**config.mk**
```make
export PLATFORM = sky130hd
export DESIGN_NAME = template_scorer
export DESIGN_NICKNAME = d
export VERILOG_FILES = /design/src/rtl/template_scorer_pkg.sv /design/src/rtl/template_scorer_rom.sv /design/src/rtl/template_scorer.sv
export SDC_FILE = /design/constraint.sdc
export NUM_CORES = 1
export LEC_CHECK = 0
export CAP_MARGIN = 20
export CORE_MARGIN = 1.5
export CORE_UTILIZATION = 30
export DETAILED_ROUTE_END_ITERATION = 6
export HOLD_SLACK_MARGIN = 0.08
export PLACE_DENSITY = 0.52
export SLEW_MARGIN = 15
export SYNTH_ARGS = -nofsm -noshare
export SYNTH_HDL_FRONTEND = slang
export SYNTH_SLANG_ARGS = --single-unit
```
**constraint.sdc**
```tcl
create_clock -name clk_in -period 5.11 [get_ports clk_in]
set_input_delay 1.022 -clock clk_in [delete_from_list [all_inputs] [get_ports clk_in]]
set_output_delay 1.022 -clock clk_in [all_outputs]
set_load 0.01 [all_outputs]
```
**src/rtl/template_scorer_pkg.sv**
```systemverilog
// Shared constants, score types and card codes for the corner template scorer.
// Also holds the template bit pattern that template_rom elaborates into constants.
package card_pkg;

    localparam int CORNER_WIDTH = 28;
    localparam int RANK_HEIGHT  = 40;
    localparam int SUIT_HEIGHT  = 29;
    localparam int RANK_SIZE    = CORNER_WIDTH * RANK_HEIGHT;
    localparam int SUIT_SIZE    = CORNER_WIDTH * SUIT_HEIGHT;
    localparam int ROM_DEPTH    = RANK_SIZE + SUIT_SIZE;
    localparam int ROM_AW       = $clog2(ROM_DEPTH);
    localparam int NUM_RANKS    = 13;
    localparam int NUM_SUITS    = 4;
    localparam int ROM_W        = NUM_RANKS;
    localparam int RANK_STEP    = 80;
    localparam int SUIT_STEP    = 200;

    typedef logic [10:0]       rank_score_t;
    typedef logic [9:0]        suit_score_t;
    typedef logic [ROM_AW-1:0] rom_addr_t;
    typedef logic [ROM_W-1:0]  rom_word_t;

    typedef enum logic [2:0] {
        ST_IDLE,
        ST_RANK,
        ST_SUIT,
        ST_DRAIN,
        ST_DONE
    } scorer_state_t;

    // Comparator card codes: rank code = score index + 1, suit code = score index.
    typedef enum logic [3:0] {
        RANK_ACE = 4'd1, RANK_TWO, RANK_THREE, RANK_FOUR, RANK_FIVE, RANK_SIX,
        RANK_SEVEN, RANK_EIGHT, RANK_NINE, RANK_TEN, RANK_JACK, RANK_QUEEN, RANK_KING
    } rank_code_e;

    typedef enum logic [1:0] {
        SUIT_DIAMOND = 2'd0,
        SUIT_HEART   = 2'd1,
        SUIT_CLUB    = 2'd2,
        SUIT_SPADE   = 2'd3
    } suit_code_e;

    // Pixel travelling beside its ROM read, waiting for the template word.
    typedef struct packed {
        logic vld;
        logic suit;
        logic pix;
    } acc_stage_t;

    function automatic rank_code_e rank_code(input int idx);
        return rank_code_e'(4'(idx + 1));
    endfunction

    function automatic suit_code_e suit_code(input int idx);
        return suit_code_e'(2'(idx));
    endfunction

    // Rank template r is ink over its first 80*r pixels, suit template s over its first 200*s.
    function automatic rom_word_t template_word(input rom_addr_t addr);
        int        a;
        rom_word_t w;
        a = int'(addr);
        w = '0;
        if (a < RANK_SIZE) begin
            for (int r = 0; r < NUM_RANKS; r++) w[r] = (a < RANK_STEP * r);
        end else begin
            for (int s = 0; s < NUM_SUITS; s++) w[s] = ((a - RANK_SIZE) < SUIT_STEP * s);
        end
        return w;
    endfunction

endpackage

```
**src/rtl/template_scorer_rom.sv**
```systemverilog
// Template ROM: rank words at 0..RANK_SIZE-1, suit words (bits [3:0]) above.
// One-cycle synchronous read.
module template_rom
    import card_pkg::*;
(
    input  logic      clk,
    input  rom_addr_t addr,
    output rom_word_t data
);

    always_ff @(posedge clk) begin
        data <= template_word(addr);
    end

endmodule

```
**src/rtl/template_scorer.sv**
```systemverilog
// Streams one corner crop (rank rows then suit rows) and counts per-template mismatches.
// Define SCORER_LAST_CHECK_EN to flag pixel_last_in misplacement on err_out.
module template_scorer
    import card_pkg::*;
(
    input  logic                             clk_in,
    input  logic                             rst_n_in,
    input  logic                             start_in,
    input  logic                             pixel_valid_in,
    input  logic                             pixel_in,
    input  logic                             pixel_last_in,
    output logic                             pixel_ready_out,
    output rank_score_t [NUM_RANKS-1:0]      rank_scores_out,
    output suit_score_t [NUM_SUITS-1:0]      suit_scores_out,
    output logic                             busy_out,
    output logic                             done_out,
    output logic                             err_out
);

    scorer_state_t state;
    rom_addr_t     idx;
    rom_addr_t     rom_addr;
    rom_word_t     rom_data;
    acc_stage_t    acc_q;
    logic          accept;
    logic          clear;

    assign accept   = pixel_valid_in && pixel_ready_out;
    assign clear    = start_in && (state == ST_IDLE);
    assign rom_addr = (state == ST_SUIT) ? rom_addr_t'(RANK_SIZE) + idx : idx;

    template_rom u_rom (
        .clk  (clk_in),
        .addr (rom_addr),
        .data (rom_data)
    );

    always_ff @(posedge clk_in or negedge rst_n_in) begin
        if (!rst_n_in) begin
            acc_q <= '0;
        end else begin
            acc_q.vld  <= accept;
            acc_q.suit <= (state == ST_SUIT);
            acc_q.pix  <= pixel_in;
        end
    end

    always_ff @(posedge clk_in or negedge rst_n_in) begin
        if (!rst_n_in) begin
            rank_scores_out <= '0;
            suit_scores_out <= '0;
        end else if (clear) begin
            rank_scores_out <= '0;
            suit_scores_out <= '0;
        end else if (acc_q.vld) begin
            for (int r = 0; r < NUM_RANKS; r++) begin
                if (!acc_q.suit)
                    rank_scores_out[r] <= rank_scores_out[r] + rank_score_t'(acc_q.pix ^ rom_data[r]);
            end
            for (int s = 0; s < NUM_SUITS; s++) begin
                if (acc_q.suit)
                    suit_scores_out[s] <= suit_scores_out[s] + suit_score_t'(acc_q.pix ^ rom_data[s]);
            end
        end
    end

`ifdef SCORER_LAST_CHECK_EN
    logic final_pix;
    assign final_pix = (state == ST_SUIT) && (idx == rom_addr_t'(SUIT_SIZE - 1));
`else
    logic unused_last;
    assign unused_last = pixel_last_in;
    assign err_out     = 1'b0;
`endif

    always_ff @(posedge clk_in or negedge rst_n_in) begin
        if (!rst_n_in) begin
            state           <= ST_IDLE;
            idx             <= '0;
            pixel_ready_out <= 1'b0;
            busy_out        <= 1'b0;
            done_out        <= 1'b0;
`ifdef SCORER_LAST_CHECK_EN
            err_out         <= 1'b0;
`endif
        end else begin
            done_out <= 1'b0;
            case (state)
                ST_IDLE: begin
                    if (start_in) begin
                        state           <= ST_RANK;
                        idx             <= '0;
                        pixel_ready_out <= 1'b1;
                        busy_out        <= 1'b1;
                    end
                end
                ST_RANK: begin
                    if (accept) begin
                        if (idx == rom_addr_t'(RANK_SIZE - 1)) begin
                            idx   <= '0;
                            state <= ST_SUIT;
                        end else begin
                            idx <= idx + 1'b1;
                        end
                    end
                end
                ST_SUIT: begin
                    if (accept) begin
                        if (idx == rom_addr_t'(SUIT_SIZE - 1)) begin
                            idx             <= '0;
                            state           <= ST_DRAIN;
                            pixel_ready_out <= 1'b0;
                        end else begin
                            idx <= idx + 1'b1;
                        end
                    end
                end
                // The last suit pixel accumulates here; scores are final on entry to DONE.
                ST_DRAIN: begin
                    state    <= ST_DONE;
                    done_out <= 1'b1;
                    busy_out <= 1'b0;
                end
                ST_DONE: state <= ST_IDLE;
                default: state <= ST_IDLE;
            endcase
`ifdef SCORER_LAST_CHECK_EN
            if (clear)
                err_out <= 1'b0;
            else if (accept && (pixel_last_in != final_pix))
                err_out <= 1'b1;
`endif
        end
    end

endmodule

```
==> metrics.yaml, run 1 <==
clock_network:
  path_clk_slew_ns: 0.06
  htreeDepth: 1
  ctsHoldBuffers: 0
  clock-sinks: 216
  postCtsSetupBuffers: 0
  clk_latency_ns: 0.54
  cts_buffer_depth: 3
  cts-root-buf: "clkbuf_16"
  cts_buffers: 27
  post_cts_resized: 0
  cts_tree: "built"
drt:
  drt_wl_total_mm: 28.1
  topRoutingLayerUsed: "met4"
  dr_wl_met3_mm: 1.29
  wl_met2_mm: 13.3
  drt_iter0_markers: 412
  vias: 8577
  wire_per_inst_um: 15.7
  m1WireLength_mm: 12.9
  antenna_left: 0
  vias_per_cell: 4.78
  first_pass_iters: 4
  drc: 0
layout:
  diodes: 0
  nets: 1362
  fillerInstances: 3535
  syn_to_final_growth_pct: 29.7
  drive_gt1_share_pct: 4.95
  fin_cells: 1794
worst_setup_path:
  critPathCaptureType: "flip-flop"
  crit_type: "reg2reg"
  cp_max_fo: 12
  cp_data_required_time_ns: 5.49
  cp_data_arrival_time_ns: 3.71
  cp-start-kind: "flip-flop"
die:
  pin_count: 193
  num_rows: 69
  die_h_um: 193
  initial_core_util_pct: 30.5
  die_area_mm2: 0.0372
  die_w_um: 193
  core_mm2: 0.0355
yosys:
  synth_flop_cell: "dfrtp_1"
  synth_commonest_cells: "dfrtp_1, nand2_1, nor2_1, xor2_1, a21oi_1"
  synth_seq_cells: 216
  yosys.area.top_type: "dfrtp_1"
  synth_edf_count: 0
  synth_cell_types: 60
  yosys_warnings: 0
  synth_area_leaders: "dfrtp_1, xor2_1, nand2_1"
  post-synth-top-count-cell: "dfrtp_1"
  netlist.area_leader.share_pct: 47.0
  synth_nets: 1186
  async_flop_share_pct: 94.0
  synth-seq-area-share_pct: 49.4
  netlist_area_mm2: 0.0108
  synth.avg_cell_area_um2: 9.50
  synthCells: 1138
global_routing:
  grt_max_degree: 109
  gr-usage-all-layers_pct: 15.1
  grt_pass1_wl_mm: 45.2
  antenna_found_initial: 0
  grt_pass1_vias: 8188
  gr-total-overflow: 0
timing:
  finalHoldViolations: 0
  relSlewSlack_pct: 43.5
  drv_slew: 0
  tns_ns: 0
  skew_ns: 0.0225
  setup_violations: 0
  tightest_slew_ns: 0.848
  rsz0062_at_grt: "no"
  period_share_pct: 65.1
  period_needed_ns: 3.33
  fmax_ghz: 0.300
place:
  place_congestion: 0.770
  dp_hpwl_mm: 18.5
  dp_cells: 1746
  portBuffers: 190
worst_hold_path:
  min-delay-path-class: "in2async"
power:
  leakagePower_nw: 6.20
  p_per_area_mw_per_mm2: 356
  ir_worst_vdd_mv: 0.210
run:
  drv_cap: 0
run_status:
  outcome: "finished clean"
[final timing paths]
path	start	end	slack, ns	depth (start not counted)
setup reg to reg	state[1]$_DFFE_PN0P_	u_rom.data[1]$_DFF_P_	1.78	10
hold / removal	rst_n_in	rank_scores_out[70]$_DFFE_PN0P_	0.49	1
setup / recovery	state[1]$_DFFE_PN0P_	u_rom.data[1]$_DFF_P_	1.78	10
min in group clk_in	idx[1]$_DFFE_PN0P_	idx[1]$_DFFE_PN0P_	0.52	2
max in group asynchronous	rst_n_in	suit_scores_out[29]$_DFFE_PN0P_	3.55	2
hold reg to reg	idx[1]$_DFFE_PN0P_	idx[1]$_DFFE_PN0P_	0.52	2
[placed cells by master, fill, tap and decap left out, types with 5 or more instances in the layout]
cell / count
and3_1: 40
inv_1: 18
a21oi_1: 84
nand4_1: 30
clkdlybuf4s50_1: 189
clkbuf_16: 27
xnor2_1: 13
clkbuf_1: 8
ha_1: 42
nand3_1: 19
and4_1: 5
nor2_1: 136
nor3_1: 11
or3_1: 38
dfxtp_1: 13
xor2_1: 124
nand2_1: 188
o21ai_0: 54
dfrtp_1: 203
nand4_4: 8
[logic make-up after synthesis]
| kind of cell | Yosys count | synth area share (%) |
|---|---|---|
| fa+ha+maj | 42 | 4.86 |
| other cells | 1 | 0.0347 |
| compound gates | 163 | 8.16 |
| xor+xnor | 138 | 11.3 |
| buf+inv | 67 | 2.67 |
| flops | 216 | 49.4 |
| mux | 2 | 0.220 |
| simple gates | 509 | 23.4 |
[layout make-up]
type	instances	area [um^2]	share of cell area, %
clock inverter	9	104	0.741
tap	461	577	4.11
timing repair buffer	195	1970	14.0
multi-input combinational	855	5200	37.1
inverter	19	71.3	0.509
clock buffer	39	761	5.43
sequential	216	5340	38.1
[critical path, cell delays in order (launching register included)]
cell and delay (ns):
dfrtp_1 0.56, or3b_1 0.56, a21oi_1 0.61, inv_1 0.15
ha_1 0.33, xor2_1 0.27, xnor2_1 0.17, nand3_1 0.11
o2111a_1 0.15, o31ai_1 0.18, o41ai_1 0.11
[metrics by stage]
step | power, W | setup WS [ns] | cell area [um^2] | hold slack (ns) | util, %
floorplan | 0.00269 | 2.28 | 10800 | 0.476 | -
finish | 0.00499 | 1.78 | 14000 | 0.494 | 39.5
detailed placement | 0.00318 | 1.56 | 13200 | 0.520 | 37.1
global placement | 0.00317 | 1.59 | 13200 | 0.505 | 37.1
global route | 0.00532 | 1.40 | 14000 | 0.562 | 39.5
CTS | 0.00511 | 1.75 | 14000 | 0.534 | 39.5
[registers in the layout, summed over array words and instances (netlist names)]
register	cells
rank_scores_out	143
suit_scores_out	40
u_rom.data	13
idx	11
acc_q	3
state	3
busy_out	1
done_out	1
pixel_ready_out	1
[routing by layer]
layer  vias up  track usage (%)
li1       4228                -
met1      4147             20.9
met2       161             24.3
met3        41             2.44
met4         0             4.23
met5         -                0
[power by group]
part,switching (W),internal (W)
clock,0.000751,0.00113
combinational,0.000735,0.000394
sequential,0.000144,0.00184
No activity file was read; power rests on OpenSTA's default activity.
==> run 2: changes to the inputs <==
==> constraint.sdc (replaced) <==
create_clock -name clk_in -period 3.3 [get_ports clk_in]
set_input_delay 0.66 -clock clk_in [delete_from_list [all_inputs] [get_ports clk_in]]
set_output_delay 0.66 -clock clk_in [all_outputs]
set_load 0.01 [all_outputs]
==> metrics.yaml, run 2 (same netlist as run 1, synthesis figures left out) <==
run_status:
  outcome: "finished clean"
die:
  core_mm2: 0.0355
  die_h_um: 193
  die_w_um: 193
  die_area_mm2: 0.0372
  num_rows: 69
  pin_count: 193
  initial_core_util_pct: 30.5
layout:
  diodes: 0
  reg_top3: "rank_scores_out: 143 flops, suit_scores_out: 40 flops, u_rom.data: 13 flops"
  syn_to_final_growth_pct: 30.9
  largest_register: "rank_scores_out"
  nets: 1374
  mostFrequentLayoutCell: "dfrtp_1"
  final_util_pct: 39.9
  largest_reg_flops: 143
  fillerInstances: 3484
  drive_gt1_share_pct: 5.79
  layout_common_cells: "dfrtp_1, clkdlybuf4s50_1, nand2_1, nor2_1, xor2_1"
  stdcell_area_mm2: 0.0142
timing:
  skew_ns: 0.0175
  setup_violations: 0
  fmax_ghz: 0.350
  tns_ns: 0
  relSlewSlack_pct: 30.0
  period_share_pct: 86.5
  period_needed_ns: 2.86
  tightest_slew_ns: 1.05
  drv_slew: 0
  finalHoldViolations: 0
  rsz0062_at_grt: "no"
power:
  leakagePower_nw: 6.28
  p_per_area_mw_per_mm2: 557
  ir_worst_vdd_mv: 0.686
  p_sw_share_pct: 32.0
  intPower_w: 0.00535
  p_switching_w: 0.00252
  combPwrFrac_pct: 23.6
  power_frac_clock_pct: 37.8
  pwr-share-seq_pct: 38.6
clock_network:
  path_clk_slew_ns: 0.06
  cts_tree: "built"
  cts_buffer_depth: 3
  post_cts_resized: 0
  htreeDepth: 1
  cts-root-buf: "clkbuf_16"
  clk_latency_ns: 0.54
  cts_buffers: 27
  clock-sinks: 216
worst_setup_path:
  critPathSlowestCell: "dfrtp_1"
  cp_max_fo: 13
  cp-startpoint: "idx[5]$_DFFE_PN0P_"
  critPathCaptureType: "flip-flop"
  cp_top_family: "compound AO/OA/AOI/OAI gates"
  crit_type: "reg2reg"
  r2r-start: "idx[5]$_DFFE_PN0P_"
  cp-start-kind: "flip-flop"
  slowest_delay_ns: 0.57
  cp_data_arrival_time_ns: 3.24
  crit_chain: "inv_1 -> ha_1 -> nor2_1 -> a21oi_1 -> inv_1 -> ha_1 -> xor2_1 -> xnor2_1 -> nand3_1 -> o2111a_1 -> o31ai_1 -> o41ai_1"
  worstPathBufferInverterCount: 2
  cp_data_required_time_ns: 3.68
global_routing:
  grt_max_degree: 184
  antenna_found_initial: 0
  grt_pass1_wl_mm: 44.2
  grt_pass1_vias: 8051
  gr-usage-all-layers_pct: 14.7
  gr-total-overflow: 0
drt:
  vias_per_cell: 4.71
  drc: 0
  vias: 8514
  wl_met2_mm: 13.3
  first_pass_iters: 5
  drt_iter0_markers: 371
  m1WireLength_mm: 12.9
  drt_wl_total_mm: 27.8
  wire_per_inst_um: 15.4
  dr_wl_met3_mm: 1.11
  topRoutingLayerUsed: "met4"
  antenna_left: 0
worst_hold_path:
  min_from: "idx[1]$_DFFE_PN0P_"
  min-delay-path-class: "reg2reg"
place:
  portBuffers: 190
  dp_hpwl_mm: 18.7
  place_congestion: 0.779
  placed_area_mm2: 0.0133
run:
  drv_cap: 0
[run 2: cell count changes in the layout (fill, tap and decap cells not counted), sizes merged]
cell         previous run  this run
buf                     6        17
clkinvlp                2         1
clkinv                  4         5
dlygate4sd3             0         1
bufinv                  2         3
[run 2: final cells by class]
cell class                 instances  area [um^2]  share of cell area, %
sequential                       216         5340                   37.7
multi-input combinational        855         5200                   36.7
timing repair buffer             207         2070                   14.7
clock buffer                      39          761                   5.38
tap                              461          577                   4.08
clock inverter                    10          131                  0.928
inverter                          19         71.3                  0.504
[run 2: stage by stage]
step / instances / worst slack [ns] / hold WS (ns) / power [W]
after detailed placement: 1757 / 0.336 / 0.517 / 0.00500
after floorplan: 1138 / 0.472 / 0.364 / 0.00417
final: 1807 / 0.444 / 0.531 / 0.00788
after global placement: 1757 / 0.393 / 0.504 / 0.00498
after global routing: 1807 / 0.189 / 0.563 / 0.00835
after CTS: 1807 / 0.462 / 0.531 / 0.00805
[run 2: worst paths after layout]
path / to / slack (ns) / depth (start not counted)
worst max-delay path: u_rom.data[1]$_DFF_P_ / 0.44 / 12
worst min-delay path: idx[1]$_DFFE_PN0P_ / 0.53 / 2
worst max register to register: u_rom.data[1]$_DFF_P_ / 0.44 / 12
worst min register to register: idx[1]$_DFFE_PN0P_ / 0.53 / 2
max in group asynchronous: rank_scores_out[123]$_DFFE_PN0P_ / 1.63 / 3
min in group asynchronous: rank_scores_out[71]$_DFFE_PN0P_ / 0.65 / 2
[run 2: metal layers]
layer	global-route usage [%]	vias to the layer above
met1	20.4	4091
met4	3.34	0
li1	-	4253
met5	0	-
met3	2.09	33
met2	24.3	137
[run 2: worst min-delay path: cells and delay by family, from the launching register on]
kind	cells	cell delay, ns
AOI/OAI and AO/OA	1	0.07
DFF	1	0.37
and+or+nand+nor	1	0.05
[run 2: power groups by stage]
stage                     registers [W]  logic [W]  clock network, W
final                           0.00304    0.00186           0.00298
after global routing            0.00307    0.00208           0.00320
after CTS                       0.00304    0.00192           0.00309
after detailed placement        0.00309    0.00191                 0
after global placement          0.00308    0.00190                 0
after floorplan                 0.00313    0.00104                 0
[run 2: repair_timing]
item | in CTS | in global routing
buffers inserted | 0 | 0
endpoints found under the hold margin | 12 | 0
hold buffers | 1 | 0
